<file path="src/rtl/riscv_hwloop_seq_if.sv">
// riscv_hwloop_seq_if: bus between the ID stage and the hardware-loop sequencer.
// Macro HWLP_PERF_CNT_EN adds the jump-counter signals.
interface riscv_hwloop_seq_if #(
    parameter int N_LOOPS   = 2,
    parameter int LOOP_ID_W = 1
);
    logic [31:0]           current_pc_i;
    logic                  pc_valid_i;
    logic                  stall_i;
    logic                  flush_i;
    logic [2:0]            we_i;
    logic [LOOP_ID_W-1:0]  regid_i;
    logic [31:0]           wdata_i;
    logic                  hwlp_jump_o;
    logic [31:0]           hwlp_targ_addr_o;
    logic [N_LOOPS-1:0]    active_o;
    logic [32*N_LOOPS-1:0] start_rdata_o;
    logic [32*N_LOOPS-1:0] end_rdata_o;
    logic [32*N_LOOPS-1:0] cnt_rdata_o;
`ifdef HWLP_PERF_CNT_EN
    logic                  perf_clr_i;
    logic [31:0]           hwlp_jumps_o;
`endif

    modport master (
`ifdef HWLP_PERF_CNT_EN
        output perf_clr_i, input hwlp_jumps_o,
`endif
        output current_pc_i, pc_valid_i, stall_i, flush_i, we_i, regid_i, wdata_i,
        input  hwlp_jump_o, hwlp_targ_addr_o, active_o, start_rdata_o, end_rdata_o, cnt_rdata_o
    );

    modport slave (
`ifdef HWLP_PERF_CNT_EN
        input perf_clr_i, output hwlp_jumps_o,
`endif
        input  current_pc_i, pc_valid_i, stall_i, flush_i, we_i, regid_i, wdata_i,
        output hwlp_jump_o, hwlp_targ_addr_o, active_o, start_rdata_o, end_rdata_o, cnt_rdata_o
    );
endinterface

</file>
<file path="src/rtl/riscv_hwloop_seq.sv">
// riscv_hwloop_seq: ID-stage hardware-loop sequencer with priority end-PC match and in-flight decrement tracking.
// Macro HWLP_PERF_CNT_EN adds a committed-jump performance counter.
module riscv_hwloop_seq #(
    parameter int N_LOOPS   = 2,
    parameter int LOOP_ID_W = (N_LOOPS > 1) ? $clog2(N_LOOPS) : 1
) (
    input  logic                   clk,
    input  logic                   rst_n,
    riscv_hwloop_seq_if.slave      bus
);
    logic [31:0]          r_start [N_LOOPS];
    logic [31:0]          r_end   [N_LOOPS];
    logic [31:0]          r_cnt   [N_LOOPS];
    logic                 r_pend_vld;
    logic [LOOP_ID_W-1:0] r_pend_id;

    logic [31:0]          w_eff   [N_LOOPS];
    logic [N_LOOPS-1:0]   w_match;
    logic                 w_win_vld;
    logic [LOOP_ID_W-1:0] w_win_id;
    logic [31:0]          w_win_eff;
    logic [31:0]          w_win_start;
    logic                 w_jump;
    logic                 w_issue;
    logic                 w_cnt_hit;

    // eff subtracts the decrement still in flight so back-to-back ends never over-iterate
    always_comb begin
        for (int i = 0; i < N_LOOPS; i++) begin
            w_eff[i]   = r_cnt[i] - {31'd0, r_pend_vld && r_pend_id == LOOP_ID_W'(i)};
            w_match[i] = bus.pc_valid_i && bus.current_pc_i == r_end[i] && w_eff[i] != 32'd0;
        end
    end

    always_comb begin
        w_win_vld   = 1'b0;
        w_win_id    = '0;
        w_win_eff   = '0;
        w_win_start = '0;
        for (int i = N_LOOPS - 1; i >= 0; i--) begin
            if (w_match[i]) begin
                w_win_vld   = 1'b1;
                w_win_id    = LOOP_ID_W'(i);
                w_win_eff   = w_eff[i];
                w_win_start = r_start[i];
            end
        end
    end

    assign w_jump    = w_win_vld && w_win_eff > 32'd1;
    assign w_issue   = w_win_vld && !bus.stall_i && !bus.flush_i;
    assign w_cnt_hit = bus.we_i[2] && bus.regid_i == w_win_id;

    assign bus.hwlp_jump_o      = w_jump;
    assign bus.hwlp_targ_addr_o = w_jump ? w_win_start : 32'd0;

    for (genvar g = 0; g < N_LOOPS; g++) begin : g_rd
        assign bus.active_o[g]               = |w_eff[g];
        assign bus.start_rdata_o[32*g +: 32] = r_start[g];
        assign bus.end_rdata_o[32*g +: 32]   = r_end[g];
        assign bus.cnt_rdata_o[32*g +: 32]   = r_cnt[g];
    end

    // a count write to the winning loop supersedes the decrement issued alongside it
    always_ff @(posedge clk or negedge rst_n) begin
        if (!rst_n) begin
            r_pend_vld <= 1'b0;
            r_pend_id  <= '0;
        end else begin
            r_pend_vld <= w_issue && !w_cnt_hit;
            r_pend_id  <= w_issue ? w_win_id : r_pend_id;
        end
    end

    always_ff @(posedge clk or negedge rst_n) begin
        if (!rst_n) begin
            for (int i = 0; i < N_LOOPS; i++) begin
                r_start[i] <= '0;
                r_end[i]   <= '0;
                r_cnt[i]   <= '0;
            end
        end else begin
            for (int i = 0; i < N_LOOPS; i++) begin
                if (bus.we_i[0] && bus.regid_i == LOOP_ID_W'(i)) r_start[i] <= bus.wdata_i;
                if (bus.we_i[1] && bus.regid_i == LOOP_ID_W'(i)) r_end[i] <= bus.wdata_i;
                if (bus.we_i[2] && bus.regid_i == LOOP_ID_W'(i))
                    r_cnt[i] <= bus.wdata_i;
                else if (r_pend_vld && r_pend_id == LOOP_ID_W'(i) && !bus.flush_i)
                    r_cnt[i] <= r_cnt[i] - 32'd1;
            end
        end
    end

`ifdef HWLP_PERF_CNT_EN
    logic [31:0] r_jumps;
    always_ff @(posedge clk or negedge rst_n) begin
        if (!rst_n)
            r_jumps <= '0;
        else if (bus.perf_clr_i)
            r_jumps <= '0;
        else if (w_issue && w_jump)
            r_jumps <= r_jumps + 32'd1;
    end
    assign bus.hwlp_jumps_o = r_jumps;
`endif
endmodule

</file>
<file path="src/flat_wrapper.sv">
// flat-port wrapper written by rule: the top's interface ports become plain ports
module riscv_hwloop_seq_flat 
#(
    parameter int N_LOOPS   = 2,
    parameter int LOOP_ID_W = (N_LOOPS > 1) ? $clog2(N_LOOPS) : 1
)
  (clk, rst_n, bus_current_pc_i, bus_pc_valid_i, bus_stall_i, bus_flush_i, bus_we_i, bus_regid_i, bus_wdata_i, bus_hwlp_jump_o, bus_hwlp_targ_addr_o, bus_active_o, bus_start_rdata_o, bus_end_rdata_o, bus_cnt_rdata_o);
  riscv_hwloop_seq_if #(.N_LOOPS(N_LOOPS), .LOOP_ID_W(LOOP_ID_W)) bus_i ();
  input  logic clk;
  input  logic rst_n;
  input wire logic [$bits(bus_i.current_pc_i)-1:0] bus_current_pc_i;
  input wire logic [$bits(bus_i.pc_valid_i)-1:0] bus_pc_valid_i;
  input wire logic [$bits(bus_i.stall_i)-1:0] bus_stall_i;
  input wire logic [$bits(bus_i.flush_i)-1:0] bus_flush_i;
  input wire logic [$bits(bus_i.we_i)-1:0] bus_we_i;
  input wire logic [$bits(bus_i.regid_i)-1:0] bus_regid_i;
  input wire logic [$bits(bus_i.wdata_i)-1:0] bus_wdata_i;
  output wire logic [$bits(bus_i.hwlp_jump_o)-1:0] bus_hwlp_jump_o;
  output wire logic [$bits(bus_i.hwlp_targ_addr_o)-1:0] bus_hwlp_targ_addr_o;
  output wire logic [$bits(bus_i.active_o)-1:0] bus_active_o;
  output wire logic [$bits(bus_i.start_rdata_o)-1:0] bus_start_rdata_o;
  output wire logic [$bits(bus_i.end_rdata_o)-1:0] bus_end_rdata_o;
  output wire logic [$bits(bus_i.cnt_rdata_o)-1:0] bus_cnt_rdata_o;
  assign bus_i.current_pc_i = bus_current_pc_i;
  assign bus_i.pc_valid_i = bus_pc_valid_i;
  assign bus_i.stall_i = bus_stall_i;
  assign bus_i.flush_i = bus_flush_i;
  assign bus_i.we_i = bus_we_i;
  assign bus_i.regid_i = bus_regid_i;
  assign bus_i.wdata_i = bus_wdata_i;
  assign bus_hwlp_jump_o = bus_i.hwlp_jump_o;
  assign bus_hwlp_targ_addr_o = bus_i.hwlp_targ_addr_o;
  assign bus_active_o = bus_i.active_o;
  assign bus_start_rdata_o = bus_i.start_rdata_o;
  assign bus_end_rdata_o = bus_i.end_rdata_o;
  assign bus_cnt_rdata_o = bus_i.cnt_rdata_o;
  riscv_hwloop_seq #(.N_LOOPS(N_LOOPS), .LOOP_ID_W(LOOP_ID_W)) u_core (.clk(clk), .rst_n(rst_n), .bus(bus_i));
endmodule
</file>
<file path="config.mk">
export PLATFORM = sky130hd
export DESIGN_NAME = riscv_hwloop_seq_flat
export DESIGN_NICKNAME = d
export VERILOG_FILES = /design/src/rtl/riscv_hwloop_seq_if.sv /design/src/rtl/riscv_hwloop_seq.sv /design/src/flat_wrapper.sv
export SDC_FILE = /design/constraint.sdc
export NUM_CORES = 1
export LEC_CHECK = 0
export ABC_AREA = 1
export CAP_MARGIN = 5
export CELL_PAD_IN_SITES_DETAIL_PLACEMENT = 1
export CELL_PAD_IN_SITES_GLOBAL_PLACEMENT = 2
export CORE_MARGIN = 2
export CORE_UTILIZATION = 30
export DETAILED_ROUTE_END_ITERATION = 10
export GPL_TIMING_DRIVEN = 0
export PLACE_DENSITY_LB_ADDON = 0.05
export SYNTH_ARGS = -nofsm -noshare
export SYNTH_HDL_FRONTEND = slang
export SYNTH_SLANG_ARGS = --single-unit
</file>
<file path="constraint.sdc">
create_clock -name clk -period 9.5 [get_ports clk]
set_input_delay 1.9 -clock clk [delete_from_list [all_inputs] [get_ports clk]]
set_output_delay 1.9 -clock clk [all_outputs]
set_load 0.05 [all_outputs]
</file>
### Word-level counts from Yosys, hierarchy flattened

Cells that the tools add are included.

| operators by class | value |
|---|---|
| magnitude comparators | 1 |
| add/subtract/negate cells | 4 |
| mux-type cells | 12 |
| reduce and logical (&&, ||, !) cells | 28 |
| equality and inequality tests | 3 |
| bitwise operators | 2 |

Operators with widths:

| cell | count |
|---|---|
| two-way mux 32 bit | 9 |
| == test 32 bit | 2 |
| nonzero test 32 bit | 2 |
| OR reduction 32 bit | 2 |
| subtractor 32 x 1 -> 32 bit | 2 |
| subtractor 32 x 1 -> 32 bit, second input constant | 2 |
| > comparator 32 x 1 -> 1 bit, second input constant | 1 |
| logical AND 1 bit | 19 |
| nonzero test 2 bit | 2 |
| logical NOT 1 bit | 3 |
| two-way mux 1 bit | 3 |
| NOT 1 bit | 2 |
| == test 1 bit | 1 |

| word-level totals | value |
|---|---|
| input port bits | 73 |
| register bits | 194 |

### Depth between registers and ports, before layout

| logic depth | value |
|---|---|
| word-level depth | 10 |
| mapped depth | 20 |
| gate-level depth less buffers | 20 |

### Worst setup path after synthesis

No wires, ideal clock.

| timing | value |
|---|---|
| path type | input -> output |
| from | input bus_current_pc_i[17] |
| to | output bus_hwlp_targ_addr_o[1] |
| arrival | 4.207 ns |
| setup slack | 3.393 ns |
| required time | 7.600 ns |
| cell stages on the path | 12 |
| cell sequence | inv_1 or2_2 nand4_1 or3b_2 nor2_1 nand3_1 nor2_1 nand2_4 inv_1 buf_2 nand2_1 a21oi_1 |

| on the way | value |
|---|---|
| longest elaborated chain between the ends | 8 |
| elaborated cells between the ends (all ways) | 15 |
| those cells by class | order compare (1); eq/ne (2); mux (7); reduce/logical (5) |

RTL lines:

| item | RTL line | source |
|---|---|---|
| from (decl) | flat_wrapper.sv:11 | `input wire logic [$bits(bus_i.current_pc_i)-1:0] bus_current_pc_i;` |
| == test 32 bit | riscv_hwloop_seq.sv:31 | `w_match[i] = bus.pc_valid_i && bus.current_pc_i == r_end[i] && w_eff[i] != 32'd0;` |
| logical AND 1 bit (2 in a row) | riscv_hwloop_seq.sv:31 |  |
| two-way mux 32 bit (2 in a row) | riscv_hwloop_seq.sv:41 | `if (w_match[i]) begin` |
| > comparator 32 x 1 -> 1 bit | riscv_hwloop_seq.sv:50 | `assign w_jump = w_win_vld && w_win_eff > 32'd1;` |
| logical AND 1 bit | riscv_hwloop_seq.sv:50 |  |
| two-way mux 32 bit (*) | riscv_hwloop_seq.sv:55 | `assign bus.hwlp_targ_addr_o = w_jump ? w_win_start : 32'd0;` |
| to (decl) | flat_wrapper.sv:19 | `output wire logic [$bits(bus_i.hwlp_targ_addr_o)-1:0] bus_hwlp_targ_addr_o;` |

Mark *: on every way between the ends. The rest lies on a longest branch, timed or not.

### Final worst setup path

| timing | value |
|---|---|
| from | input bus_current_pc_i[8] |
| to | output bus_hwlp_targ_addr_o[1] |

The elaborated chain is that of the path after synthesis.

==> impl_metrics.json <==
{
  "status": "finished clean",
  "synth_edf_count": 0,
  "placedCellCount": 2656,
  "vias": 13930,
  "syn_area_mm2": 0.01269,
  "grt_pass1_vias": 14300,
  "cts_htree_levels": 4,
  "r2r_slack_ps": 6130,
  "cts_buffers": 17,
  "holdWs_ps": 517.1,
  "dieArea_mm2": 0.04396,
  "core_area_mm2": 0.04185,
  "cts_tree": "yes",
  "die_x_um": 209.7,
  "row_count": 75,
  "firstDrtPassIters": 5,
  "rsz0062_at_grt": "false",
  "worstPathArrival_ps": 5640,
  "worst_slew_pin_slew_ps": 818.3,
  "cts_hold_buf": 0,
  "port-buffer-count": 298,
  "grt_max_degree": 109,
  "final_max_slew_viol_count": 0,
  "layout_commonest_cell": "nand2_1",
  "clock_sinks": 194,
  "clock_latency_ps": 490,
  "fillers": 5306,
  "worstReg2RegEnd": "u_core.r_pend_vld",
  "wl_per_cell_um": 23.93,
  "drive_gt1_share_pct": 6.515,
  "dieHeight_um": 209.7,
  "drt-initial-drc-count": 773,
  "worstSetupEndpointType": "output port",
  "drtAntennaViolNets": 0,
  "grt_pass1_wl_um": 94800,
  "gp_congestion": 0.9352,
  "ys_seq_elements": 194,
  "hp-start": "u_core.bus.start_rdata_o[25]",
  "powerDensity_mw_per_mm2": 175.4,
  "clockBufferDepth": 2,
  "crit_fanout": 10,
  "fmax_ghz": 0.1327,
  "start_kind": "primary input",
  "crit_type": "primary input to output port",
  "clkSlewWorstSetupHoldPaths_ps": 70,
  "post-route-period-util_pct": 79.32,
  "ctsRootBufferMaster": "clkbuf_16",
  "worstPathRequired_ps": 7600,
  "hold_viol": 0,
  "rr_worst_depth": 18,
  "power.total_uw": 2978,
  "antenna_found_initial": 4,
  "min_to": "u_core.bus.start_rdata_o[25]",
  "io_pins": 300,
  "layout.nets": 2215,
  "fin_worst_skew_ps": 10.20,
  "track_usage_pct": 29.55,
  "hold_path.class": "register to register",
  "area_growth_pct": 33.77,
  "final.setup.tns_ps": 0,
  "worst_slack_ps": 1964,
  "viasPerCell": 5.178,
  "report.final.setup_viol": 0,
  "min_period_ps": 7536,
  "synth_nets": 1897,
  "cts_resized": 0,
  "drc_errors": 0,
  "r2r-start": "u_core.bus.cnt_rdata_o[0]",
  "async_flop_share_pct": 100.0,
  "synth-main-ff-cell": "dfrtp_1",
  "start_util_pct": 30.32,
  "wl_um": 64370,
  "dp_slack_ps": 1967,
  "fin_cells": 2690,
  "relSlewSlack_pct": 45.44,
  "holdPathStages": 2,
  "grt_remaining_overflow": 0,
  "multi_input_area_mm2": 0.006784,
  "cap_violations": 0,
  "ys_warn_count": 0,
  "avgSynthCellArea_um2": 6.980,
  "final_cell_mix": "nand2_1 (508), clkdlybuf4s50_1 (297), nor2_1 (230), inv_1 (211), dfrtp_1 (194)",
  "hpwl_um": 51340,
  "regArea_mm2": 0.004855,
  "vdd_drop_max_uv": 147.7,
  "seq_area_frac_synth_pct": 38.26,
  "netlist_instances": 1818,
  "cts_setup_buffers": 0,
  "leakage_uw": 0.007381,
  "synth_cell_types": 39
}
[registers in the layout, summed over array words and instances (netlist names)]
signal / flops
u_core.bus.end_rdata_o: 64
u_core.r_pend_id: 1
u_core.bus.cnt_rdata_o: 64
u_core.r_pend_vld: 1
u_core.bus.start_rdata_o: 64
[how the worst max path moves through the flow]
stage                                     from                          to  slack, ps
after floorplan           bus_current_pc_i[17]     bus_hwlp_targ_addr_o[1]       3390
after global placement                   rst_n  u_core.bus.cnt_rdata_o[29]      -2460
after detailed placement   bus_current_pc_i[8]     bus_hwlp_targ_addr_o[1]       1970
after CTS                  bus_current_pc_i[8]     bus_hwlp_targ_addr_o[1]       1940
after global routing       bus_current_pc_i[7]     bus_hwlp_targ_addr_o[1]       1710
final                      bus_current_pc_i[8]     bus_hwlp_targ_addr_o[1]       1960
[Yosys cell counts (2+ instances only)]
cell | number | share of area, %
a21oi_1 | 15 | 0.59
a21oi_2 | 29 | 2.0
and3_1 | 2 | 0.099
buf_2 | 9 | 0.35
buf_6 | 3 | 0.27
clkbuf_1 | 41 | 1.2
clkinv_1 | 3 | 0.089
dfrtp_1 | 194 | 38
ha_1 | 6 | 0.59
inv_1 | 211 | 6.2
inv_2 | 4 | 0.12
nand2_1 | 508 | 15
nand2_2 | 10 | 0.49
nand2_4 | 3 | 0.27
nand3_1 | 119 | 4.7
nand3b_1 | 4 | 0.24
nand4_1 | 22 | 1.1
nor2_1 | 230 | 6.8
nor2_2 | 19 | 0.94
nor2_4 | 8 | 0.71
nor3_1 | 20 | 0.79
nor3b_1 | 3 | 0.18
nor4_1 | 16 | 0.79
o2111ai_1 | 4 | 0.28
o211ai_1 | 2 | 0.12
o21ai_0 | 156 | 6.2
o21ai_1 | 12 | 0.47
o221ai_1 | 63 | 4.3
or2_2 | 17 | 0.84
xnor2_1 | 14 | 0.97
xor2_1 | 63 | 4.3
[power by group]
group | switching (uW) | internal, uW
combinational | 778 | 346
clock | 377 | 386
sequential | 163 | 927
total | 1320 | 1660
[metrics by stage]
step,util [%],area [um^2]
after global placement,39.06,16350
after floorplan,-,12690
after detailed placement,39.14,16380
final,40.56,16980
after global routing,40.55,16970
after CTS,40.55,16970
[cells by family (layout without fill, tap and decap cells)]
family / after synthesis / count (layout) / synth area share [%]
buf+inv: 271 / 602 / 8.282
compound gates: 283 / 283 / 14.08
simple gates: 987 / 987 / 33.47
xor+xnor: 77 / 77 / 5.315
other cells: 0 / 2 / 0
fa+ha+maj: 6 / 6 / 0.5916
flops: 194 / 194 / 38.26
[routing by layer]
metal  track usage [%]  routed length, um  vias up
met1             39.21              29680     6934
met3             4.818               2757       79
met2             49.02              30140      358
met5                 0                 27        -
met4             9.929               1771        4
li1                  -                  -     6555
[critical path, cell delays in order]
cell,delay (ps)
clkdlybuf4s50_1,470
xnor2_1,370
or3b_2,480
nor2_1,110
nand3_1,80
nor2_1,330
nand2_4,190
inv_1,220
buf_2,300
nand2_1,80
a21oi_1,230
clkdlybuf4s50_1,860
[layout make-up]
| cell class | instances | area share (%) |
|---|---|---|
| diodes | 2 | 0.02948 |
| plain buffers | 53 | 1.371 |
| clock buffers | 20 | 2.690 |
| clock inverters | 12 | 0.7887 |
| inverters | 218 | 4.821 |
| multi-input cells | 1353 | 39.96 |
| flip-flops and latches | 194 | 28.60 |
| well taps | 539 | 3.973 |
| repair buffers | 299 | 17.76 |
Power figures use the tool's default switching activity.
